**config.mk**
```make
export PLATFORM = sky130hd
export DESIGN_NAME = control_sequencer
export DESIGN_NICKNAME = d
export VERILOG_FILES = /design/src/rtl/cpu_ctrl_pkg.sv /design/src/rtl/ctrl_decode.sv /design/src/rtl/control_sequencer.sv
export SDC_FILE = /design/constraint.sdc
export NUM_CORES = 1
export LEC_CHECK = 0
export BUFFER_PORTS_ARGS = -buffer_cell sky130_fd_sc_hd__buf_2
export CELL_PAD_IN_SITES_DETAIL_PLACEMENT = 2
export CELL_PAD_IN_SITES_GLOBAL_PLACEMENT = 2
export CORE_MARGIN = 4
export CORE_UTILIZATION = 25
export CTS_CLUSTER_SIZE = 12
export DETAILED_ROUTE_END_ITERATION = 10
export GPL_TIMING_DRIVEN = 0
export PLACE_DENSITY_LB_ADDON = 0.1
export SLEW_MARGIN = 15
export SYNTH_ARGS = -nofsm -noshare
export SYNTH_HDL_FRONTEND = slang
export SYNTH_SLANG_ARGS = --single-unit
```
**constraint.sdc**
```tcl
create_clock -name clock -period 3.6 [get_ports clock]
set_input_delay 0.54 -clock clock [delete_from_list [all_inputs] [get_ports clock]]
set_output_delay 0.54 -clock clock [all_outputs]
set_load 0.01 [all_outputs]
```
**src/rtl/cpu_ctrl_pkg.sv**
```systemverilog
// Shared constants for the hardwired control sequencer: opcodes, ALU codes,
// control-bus bit positions, state encoding and the opcode-to-ALU map.
package cpu_ctrl_pkg;

   localparam logic [4:0] OP_ADD  = 5'd3;
   localparam logic [4:0] OP_SUB  = 5'd4;
   localparam logic [4:0] OP_AND  = 5'd5;
   localparam logic [4:0] OP_OR   = 5'd6;
   localparam logic [4:0] OP_ROR  = 5'd7;
   localparam logic [4:0] OP_ROL  = 5'd8;
   localparam logic [4:0] OP_SHR  = 5'd9;
   localparam logic [4:0] OP_SHRA = 5'd10;
   localparam logic [4:0] OP_SHL  = 5'd11;
   localparam logic [4:0] OP_MUL  = 5'd15;
   localparam logic [4:0] OP_DIV  = 5'd16;
   localparam logic [4:0] OP_NEG  = 5'd17;
   localparam logic [4:0] OP_NOT  = 5'd18;
   localparam logic [4:0] OP_NOP  = 5'd26;
   localparam logic [4:0] OP_HALT = 5'd27;

   localparam logic [15:0] ALU_INCPC = 16'd0;
   localparam logic [15:0] ALU_ADD   = 16'd1;
   localparam logic [15:0] ALU_SUB   = 16'd2;
   localparam logic [15:0] ALU_AND   = 16'd3;
   localparam logic [15:0] ALU_OR    = 16'd4;
   localparam logic [15:0] ALU_ROR   = 16'd5;
   localparam logic [15:0] ALU_ROL   = 16'd6;
   localparam logic [15:0] ALU_SHR   = 16'd7;
   localparam logic [15:0] ALU_SHRA  = 16'd8;
   localparam logic [15:0] ALU_SHL   = 16'd9;
   localparam logic [15:0] ALU_NEG   = 16'd10;
   localparam logic [15:0] ALU_NOT   = 16'd11;
   localparam logic [15:0] ALU_MUL   = 16'd14;
   localparam logic [15:0] ALU_DIV   = 16'd15;

   // Bit positions shared by Rin and Rout above the general registers
   localparam int BIT_HI    = 16;
   localparam int BIT_LO    = 17;
   localparam int BIT_ZHIGH = 18;
   localparam int BIT_ZLOW  = 19;
   localparam int BIT_PC    = 20;
   localparam int BIT_MDR   = 21;

   typedef enum logic [3:0] {
      S_IDLE = 4'd0,
      S_T0   = 4'd1,
      S_T1   = 4'd2,
      S_T2   = 4'd3,
      S_T3   = 4'd4,
      S_T4   = 4'd5,
      S_T5   = 4'd6,
      S_T6   = 4'd7,
      S_HALT = 4'd8
   } state_t;

   typedef enum logic [2:0] {
      CLS_NOP    = 3'd0,
      CLS_RTYPE  = 3'd1,
      CLS_MULDIV = 3'd2,
      CLS_UNARY  = 3'd3,
      CLS_HALT   = 3'd4
   } op_class_t;

   function automatic logic [15:0] op_to_alu(input logic [4:0] op);
      logic [15:0] alu;
      case (op)
         OP_ADD:  alu = ALU_ADD;
         OP_SUB:  alu = ALU_SUB;
         OP_AND:  alu = ALU_AND;
         OP_OR:   alu = ALU_OR;
         OP_ROR:  alu = ALU_ROR;
         OP_ROL:  alu = ALU_ROL;
         OP_SHR:  alu = ALU_SHR;
         OP_SHRA: alu = ALU_SHRA;
         OP_SHL:  alu = ALU_SHL;
         OP_MUL:  alu = ALU_MUL;
         OP_DIV:  alu = ALU_DIV;
         OP_NEG:  alu = ALU_NEG;
         OP_NOT:  alu = ALU_NOT;
         default: alu = ALU_INCPC;
      endcase
      return alu;
   endfunction

endpackage

```
**src/rtl/ctrl_decode.sv**
```systemverilog
// Combinational opcode decode: instruction class, ALU code and an
// undefined-opcode flag.
module ctrl_decode
   import cpu_ctrl_pkg::*;
(
   input  logic [4:0]  i_opcode,
   output op_class_t   o_class,
   output logic [15:0] o_alu,
   output logic        o_illegal
);

   always_comb begin
      o_class   = CLS_NOP;
      o_alu     = op_to_alu(i_opcode);
      o_illegal = 1'b0;
      case (i_opcode)
         OP_ADD, OP_SUB, OP_AND, OP_OR, OP_ROR,
         OP_ROL, OP_SHR, OP_SHRA, OP_SHL:  o_class = CLS_RTYPE;
         OP_MUL, OP_DIV:                   o_class = CLS_MULDIV;
         OP_NEG, OP_NOT:                   o_class = CLS_UNARY;
         OP_NOP:                           o_class = CLS_NOP;
         OP_HALT:                          o_class = CLS_HALT;
         default:                          o_illegal = 1'b1;
      endcase
   end

endmodule

```
**src/rtl/control_sequencer.sv**
```systemverilog
// Hardwired control unit: fetch (T0-T2) and execute (T3-T6) sequencing that
// drives the DataPath control bus from the IR contents.
//
// state | meaning
// IDLE  | waiting for run
// T0    | PC to MAR, PC+1 into Zlow
// T1    | memory read, stall until mem_rdy; PC and MDR load on the ready cycle
// T2    | MDR into IR
// T3-T6 | execute phases, per instruction class
// HALT  | stopped; only clear leaves
module control_sequencer
   import cpu_ctrl_pkg::*;
#(
   parameter int NREG         = 16,
   parameter int MEM_WAIT_MAX = 15
)(
   input  logic        clock,
   input  logic        clear,
   input  logic        run,
   input  logic [31:0] ir,
   input  logic        mem_rdy,
   output logic [31:0] Rin,
   output logic [31:0] Rout,
   output logic        IRin,
   output logic        MARin,
   output logic        RYin,
   output logic        MDRread,
   output logic        RBin,
   output logic        PCjump,
   output logic [15:0] ALUControl,
   output logic        halted,
   output logic        illegal,
   output logic        mem_timeout,
   output logic [3:0]  state_dbg
);

   localparam int CW = $clog2(MEM_WAIT_MAX + 1);
   localparam logic [CW-1:0] STALL_MAX  = CW'(MEM_WAIT_MAX);
   localparam logic [CW-1:0] STALL_LAST = CW'(MEM_WAIT_MAX - 1);

   state_t          r_state, w_next;
   logic [CW-1:0]   r_stall, w_stall_next;
   logic            r_illegal;
   op_class_t       w_cls;
   logic [15:0]     w_alu;
   logic            w_dec_illegal;
   logic [31:0]     w_sel_ra, w_sel_rb, w_sel_rc;
   state_t          w_end;
   logic            w_ir_unused;

   function automatic logic [31:0] reg_sel(input logic [3:0] idx);
      return 32'd1 << (int'(idx) % NREG);
   endfunction

   assign w_sel_ra    = reg_sel(ir[26:23]);
   assign w_sel_rb    = reg_sel(ir[22:19]);
   assign w_sel_rc    = reg_sel(ir[18:15]);
   assign w_ir_unused = ^ir[14:0];
   assign w_end       = run ? S_T0 : S_IDLE;

   ctrl_decode u_decode (
      .i_opcode  (ir[31:27]),
      .o_class   (w_cls),
      .o_alu     (w_alu),
      .o_illegal (w_dec_illegal)
   );

   always_ff @(posedge clock) begin
      if (clear) begin
         r_state   <= S_IDLE;
         r_stall   <= '0;
         r_illegal <= 1'b0;
      end else begin
         r_state <= w_next;
         r_stall <= w_stall_next;
         if (r_state == S_T3 && w_dec_illegal)
            r_illegal <= 1'b1;
      end
   end

   always_comb begin
      w_next       = r_state;
      w_stall_next = r_stall;
      Rin          = '0;
      Rout         = '0;
      IRin         = 1'b0;
      MARin        = 1'b0;
      RYin         = 1'b0;
      MDRread      = 1'b0;
      RBin         = 1'b0;
      PCjump       = 1'b0;
      ALUControl   = ALU_INCPC;
      halted       = 1'b0;
      mem_timeout  = 1'b0;
      case (r_state)
         S_IDLE: if (run) w_next = S_T0;
         S_T0: begin
            Rout[BIT_PC]  = 1'b1;
            MARin         = 1'b1;
            Rin[BIT_ZLOW] = 1'b1;
            ALUControl    = ALU_INCPC;
            w_next        = S_T1;
         end
         S_T1: begin
            MDRread = 1'b1;
            if (mem_rdy) begin
               Rout[BIT_ZLOW] = 1'b1;
               Rin[BIT_PC]    = 1'b1;
               Rin[BIT_MDR]   = 1'b1;
               w_stall_next   = '0;
               w_next         = S_T2;
            end else begin
               // saturate so the timeout pulses once per stalled fetch
               if (r_stall != STALL_MAX)
                  w_stall_next = r_stall + 1'b1;
               mem_timeout = (r_stall == STALL_LAST);
            end
         end
         S_T2: begin
            Rout[BIT_MDR] = 1'b1;
            IRin          = 1'b1;
            w_next        = S_T3;
         end
         S_T3: begin
            case (w_cls)
               CLS_RTYPE:  begin Rout = w_sel_rb; RYin = 1'b1; w_next = S_T4; end
               CLS_MULDIV: begin Rout = w_sel_ra; RYin = 1'b1; w_next = S_T4; end
               CLS_UNARY: begin
                  Rout          = w_sel_rb;
                  ALUControl    = w_alu;
                  Rin[BIT_ZLOW] = 1'b1;
                  w_next        = S_T4;
               end
               CLS_HALT:   w_next = S_HALT;
               default:    w_next = w_end;
            endcase
         end
         S_T4: begin
            case (w_cls)
               CLS_RTYPE: begin
                  Rout          = w_sel_rc;
                  ALUControl    = w_alu;
                  Rin[BIT_ZLOW] = 1'b1;
                  w_next        = S_T5;
               end
               CLS_MULDIV: begin
                  Rout           = w_sel_rb;
                  ALUControl     = w_alu;
                  Rin[BIT_ZLOW]  = 1'b1;
                  Rin[BIT_ZHIGH] = 1'b1;
                  w_next         = S_T5;
               end
               CLS_UNARY: begin
                  Rout[BIT_ZLOW] = 1'b1;
                  Rin            = w_sel_ra;
                  w_next         = w_end;
               end
               default: w_next = w_end;
            endcase
         end
         S_T5: begin
            case (w_cls)
               CLS_RTYPE: begin
                  Rout[BIT_ZLOW] = 1'b1;
                  Rin            = w_sel_ra;
                  w_next         = w_end;
               end
               CLS_MULDIV: begin
                  Rout[BIT_ZLOW] = 1'b1;
                  Rin[BIT_LO]    = 1'b1;
                  w_next         = S_T6;
               end
               default: w_next = w_end;
            endcase
         end
         S_T6: begin
            Rout[BIT_ZHIGH] = 1'b1;
            Rin[BIT_HI]     = 1'b1;
            w_next          = w_end;
         end
         S_HALT:  halted = 1'b1;
         default: w_next = S_IDLE;
      endcase
      // clear silences the bus in the same cycle, before the register reset lands
      if (clear) begin
         Rin         = '0;
         Rout        = '0;
         IRin        = 1'b0;
         MARin       = 1'b0;
         RYin        = 1'b0;
         MDRread     = 1'b0;
         ALUControl  = ALU_INCPC;
         halted      = 1'b0;
         mem_timeout = 1'b0;
      end
   end

   assign illegal   = r_illegal & ~clear;
   assign state_dbg = clear ? S_IDLE : r_state;

endmodule

```
==> Word level (Yosys, flattened, before mapping) <==
Memories as Yosys holds them, arrays and structs flattened.
Cells that the tools add are included.
{ "word_totals": {"regBits": 9, "rom_bits": 128, "out_inout_bits": 93, "word_cells": 112, "memories": 1} }
{ "op_classes": {"addsub": 1, "n_eq_ne": 31, "shifts": 3, "mux": 58, "bitwise_logic": 3, "reduce_logical": 12} }
{ "mem_list": {"columns": ["name", "depth", "word_bits", "read_ports", "rd_clocked_by_memory_dff", "write_ports", "line_no", "text"], "rows": [
  ["(no name shown)", 32, 4, 1, 0, 0, "cpu_ctrl_pkg.sv:66", "case (op)"]
]} }
{ "ops": {"columns": ["operator", "count"], "rows": [
  ["$shl 1x4->32 const A", 3],
  ["$mux 32", 2],
  ["$pmux 16 s2", 2],
  ["$pmux 32 s2", 1],
  ["$mux 16", 3],
  ["$pmux 10 s2", 2],
  ["$pmux 19 s2", 1],
  ["$pmux 18 s2", 1],
  ["$pmux 4 s9", 1],
  ["$eq 5x4->1 const B", 5],
  ["$eq 5x5->1 const B", 5],
  ["$pmux 12 s2", 1],
  ["$eq 5x3->1 const B", 4],
  ["$mux 4", 5],
  ["$mux 1", 18],
  ["$mux 18", 1],
  ["$mux 17", 1],
  ["$eq 4x3->1 const B", 4],
  ["$pmux 1 s3", 5],
  ["$reduce_or 15->1", 1],
  ["$mux 14", 1],
  ["$mux 12", 1],
  ["$pmux 3 s4", 1],
  ["$reduce_or 9->1", 1],
  ["other kinds (26)", 38]
]} }

==> Depth between registers and ports, before layout <==
{ "logic_depth": {"word_depth": 8, "depth_mapped": 9, "mapped_depth_nobuf": 5} }

==> Cells and area by module <==
Synthesis repeated with hierarchy kept, for this count alone.
{ "hier_totals": {"cells_unflattened": 339, "area_unflattened_um2": 2255.9} }
{ "modules_own_cells": {"columns": ["module", "instances", "cells_per_inst", "area_per_inst_um2", "seq_area_each_um2"], "rows": [
  ["control_sequencer", 1, 288, 1904.3, 180.2],
  ["ctrl_decode", 1, 51, 351.6, 0.0]
]} }

==> Least setup slack after synthesis <==
No wires, ideal clock.
{ "synth_path": {"path_kind": "input to output", "start": "input ir[28]", "end": "output Rout[11]", "arrival_time_ns": 1.851, "setup_slack_ns": 1.209, "cell_stages": 9, "n_path_buf": 4, "path_cell_list": "buf_6 > and4b_1 > a22o_1 > buf_2 > nor2b_1 > buf_6 > buf_6 > a32oi_1 > o221ai_1"} }
{ "synth_between": {"elab_chain_len": 8, "elab_cells_between_ends": 26, "classes_between": "17 x eq/ne; 5 x mux; 4 x reduce/logical"} }
{ "synth_lines": {"columns": ["element", "line_no", "text"], "rows": [
  ["start, declared", "control_sequencer.sv:20", "input logic [31:0] ir,"],
  ["$eq 5x2->1 (tied with other cells)", "ctrl_decode.sv:16", "case (i_opcode)"],
  ["$reduce_or 9->1 or $reduce_or 2->1 (tied branches)", null, null],
  ["$pmux 3 s4 (*)", "ctrl_decode.sv:16", null],
  ["$eq 3x1->1 or $eq 3x2->1 (tied branches)", "control_sequencer.sv:125, control_sequencer.sv:139", null],
  ["$reduce_or 2->1 (no source line)", null, null],
  ["$pmux 32 s2", "control_sequencer.sv:125", "case (w_cls)"],
  ["$pmux 18 s2 (*)", "control_sequencer.sv:95", "case (r_state)"],
  ["$mux 32 (*)", "control_sequencer.sv:185", "if (clear) begin"],
  ["end, declared", "control_sequencer.sv:23", "output logic [31:0] Rout,"]
]} }
Mark *: on every way between the ends. The rest lies on a longest branch, timed or not.

==> Worst setup path in the final report <==
{ "layout_path": {"start": "input clear", "end": "output Rout[15]"} }
{ "layout_between": {"elab_chain_len": 1} }
{ "layout_lines": {"columns": ["element", "line_no", "text"], "rows": [
  ["start, declared", "control_sequencer.sv:18", "input logic clear,"],
  ["$mux 32", "control_sequencer.sv:185", null]
]} }
Every way passes these cells.

==> key figures <==
Outcome
  • Outcome: finished, final reports clean

Clocking
  • CTS tree: done
  • Clock-pin slew on the worst setup and hold paths: 0.05 ns
  • Resized Gates After CTS: 0
  • Post-CTS Setup Inserts: 0
  • Hold buffer count at cts: 0
  • CTS Buffer Depth: 2
  • Total CTS buffers: 3
  • Clock Sinks: 9
  • CTS H-tree depth: 1
  • Worst skew pair latency: about 0.24 ns
  • Cell at the root of the clock tree: clkbuf_8

Global route
  • Initial antenna violation count: 0
  • GR Overflow Total: 0
  • All-Layer GR Usage: 0.1727
  • Largest net degree at the start of global routing: 11
  • Vias in the first global route: ~3,100
  • First-pass GRT wire length: around 16 mm

Worst setup path
  • Worst r2r src: r_state[0]$_SDFFE_PP0P_
  • Critical Path Start: clear
  • Worst path cell trace: buf_2 -> clkbuf_1 -> or3_1 -> nor2_2 -> buf_2 -> nand3_1 -> o221ai_1 -> buf_2
  • CP arrival: 2.43 ns
  • CP endpoint kind: primary output
  • CP max stage delay: between 0.4 and 0.5 ns
  • Req. time, crit path: approximately 3 ns
  • Worst-path fanout max: 10
  • Slowest cell on crit path: or3_1
  • Setup crit start kind: input pin
  • Most common cell on crit path: buf_2
  • CP Class: in2out

Floorplanning
  • Row count: 35
  • Initial Utilization: 0.2551
  • Core ar.: 9196 sq um
  • Die Span Y: ~100 um
  • Die Width: approximately 100 um
  • Io pins: between 100 and 150
  • Total die area: approximately 11,000 sq um

Finish
  • Ant diodes: 0
  • Final nets: 490
  • Final-layout fill cell count: 1,191
  • Utilization after layout: 0.3291
  • Share of layout cells above drive strength 1: 0.3259
  • Area delta synth->final: 29.01%

STA
  • Clock skew: 0.002538 ns
  • Setup_tns: 0 ns
  • F_max: around 340 MHz
  • Fin crit share: 0.8262
  • Crit path time final: 2.974 ns
  • RSZ-0062 raised after global routing: false
  • Final setup viols: 0
  • Fin. max-slew vios: 0
  • Final hold violation count: 0
  • Headroom to the max-slew limit: 0.6174
  • Worst Tran Pin Value: between 0.5 and 0.6 ns

Detailed routing
  • Post-route ant nets: 0
  • Drt total wl: slightly below 10 mm
  • DRC Markers: 0
  • Drt pass-1 iters: 4
  • Routed via count: between 2,000 and 3,000
  • DR iter-0 viols: 88
  • Detailed-route wire length per cell: ~17 um
  • Vias per inst: ~5.2

Power
  • Sw frac: 0.4334
  • P_leak: around 1.3 nW
  • Cell Pwr Density: between 150 and 200 nW/um^2
  • Sw power: roughly 0.00021 W
  • Clock network fraction of total power: 0.250
  • Pint: 0.0002786 W
  • Comb pwr share: 0.523
  • Reg power frac: 0.227
  • Maximum VDD drop: between 0.00015 and 0.0002 V

Logic synthesis
  • Synth cell count leaders: buf_4, nor2_1, nand2_1, nand3_1, nor2b_1
  • Most common cell in the synthesized netlist: buf_4
  • Fraction of registers with async set/reset: 0
  • Yosys reg bits: 9
  • YS warnings: 0
  • Synth Flop Type: dfxtp_1
  • Synth Cell Area: approximately 2300 sq um
  • Synth top area cells: buf_4, dfxtp_1, a32oi_1
  • Yosys top cell by area: buf_4
  • Syn Inst Count: around 340
  • Synth top area share: 0.1216
  • Seq/Total Area, Yosys: 0.07680
  • Distinct cells, synth: 63
  • Post-synth EDFFs: 0
  • Syn_area_per_cell: ~6.9 sq um

Place
  • Post-DP HPWL: roughly 7.9 mm
  • GPL Wtd Cong: 0.7931
  • Number of I/O port buffers: between 70 and 80

Worst hold path
  • Worst hold path type: reg2reg
  • Hold Startpoint: r_illegal$_SDFFE_PP0P_

Job
  • Max_cap viols: 0
## worst max-delay path: cells and delay by family
| kind | cells | cell delay, ns |
|---|---|---|
| simple gates | 3 | 0.83 |
| buf+inv | 4 | 0.80 |
| compound gates | 1 | 0.25 |
## per-stage QoR
step / setup WS, ns / area [sq um] / cells / total power (W) / hold WS (ns)
CTS: 0.6038 / 3027 / 562 / 0.0004953 / 0.4632
finish: 0.6257 / 3027 / 562 / 0.0004917 / 0.4582
detailed placement: 0.6146 / 2982 / 558 / 0.0003680 / 0.4554
floorplan: 1.209 / 2477 / 374 / 0.0002971 / 0.4321
global route: 0.4458 / 3027 / 562 / 0.0005335 / 0.5033
global placement: 0.6279 / 2982 / 558 / 0.0003629 / 0.4483
## logic make-up after synthesis
logic type,synth area share
flip-flops,0.07680
multiplexers,0.01760
other,0.001598
AND/OR/NAND/NOR,0.4427
XOR/XNOR,0.006935
adder cells (fa/ha/maj),0.01066
buffers and inverters,0.1904
AO/OA/AOI/OAI,0.2533
## layout by cell type, fill, tap and decap left out, drive strengths merged, types with 2 or more instances in the layout
| cell type | synthesis | layout |
|---|---|---|
| nand4 | 7 | 7 |
| mux2i | 3 | 3 |
| and2 | 6 | 6 |
| o221ai | 13 | 13 |
| nor3 | 12 | 12 |
| ha | 2 | 2 |
| o21bai | 2 | 2 |
| a21oi | 15 | 15 |
| nand2 | 25 | 25 |
| and4b | 3 | 3 |
| nor4 | 20 | 20 |
| a32oi | 13 | 13 |
| a21boi | 2 | 2 |
| a31oi | 6 | 6 |
| o21ai | 7 | 7 |
| nand2b | 11 | 11 |
| nor4b | 4 | 4 |
| nand4b | 2 | 2 |
| nor2b | 17 | 17 |
| inv | 6 | 6 |
| o211ai | 5 | 5 |
| clkbuf | 11 | 15 |
| and3 | 4 | 4 |
| or3 | 3 | 3 |
| buf | 53 | 126 |
| a21o | 2 | 2 |
| nor3b | 5 | 5 |
| or4 | 2 | 2 |
| nor2 | 28 | 28 |
| a211oi | 2 | 2 |
| dfxtp | 9 | 9 |
| conb | 1 | 36 |
| nand3 | 19 | 19 |
| and2b | 2 | 2 |
## state kept, by name, indices dropped and copies added, names as in the netlist
name and flops:
r_illegal 1, r_stall 4, r_state 4
## area by class of cell
class                   count  area, sq um  area share
repair buffers             73        365.4      0.1207
inverters                   6        22.52    0.007441
plain buffers              64        424.2      0.1401
clock buffers               4        45.04     0.01488
flip-flops and latches      9        180.2     0.05953
multi-input cells         295         1851      0.6114
well taps                 111        138.9     0.04589
## power groups by stage
stage	logic, W	registers [W]	clock network (W)
after CTS	0.000256	0.000112	0.000127
after detailed placement	0.000254	0.000114	0
after floorplan	0.000185	0.000112	0
after global routing	0.000287	0.000113	0.000133
final	0.000257	0.000112	0.000123
after global placement	0.000250	0.000113	0
## path summary, 6_finish.rpt
path	to	slack, ns	cells after the start
max	Rout[15]	0.63	8
min	r_illegal$_SDFFE_PP0P_	0.46	2
max reg2reg	r_stall[0]$_SDFFE_PP0P_	1.68	6
min reg2reg	r_illegal$_SDFFE_PP0P_	0.46	2
## routing by layer
layer,vias to the layer above,routed length (um),track usage
met5,-,0,0
met4,0,76,0.02437
met3,8,333,0.01853
met2,71,4956,0.3158
met1,1415,4242,0.2221
li1,1431,-,-
No activity file was read; power rests on OpenSTA's default activity.
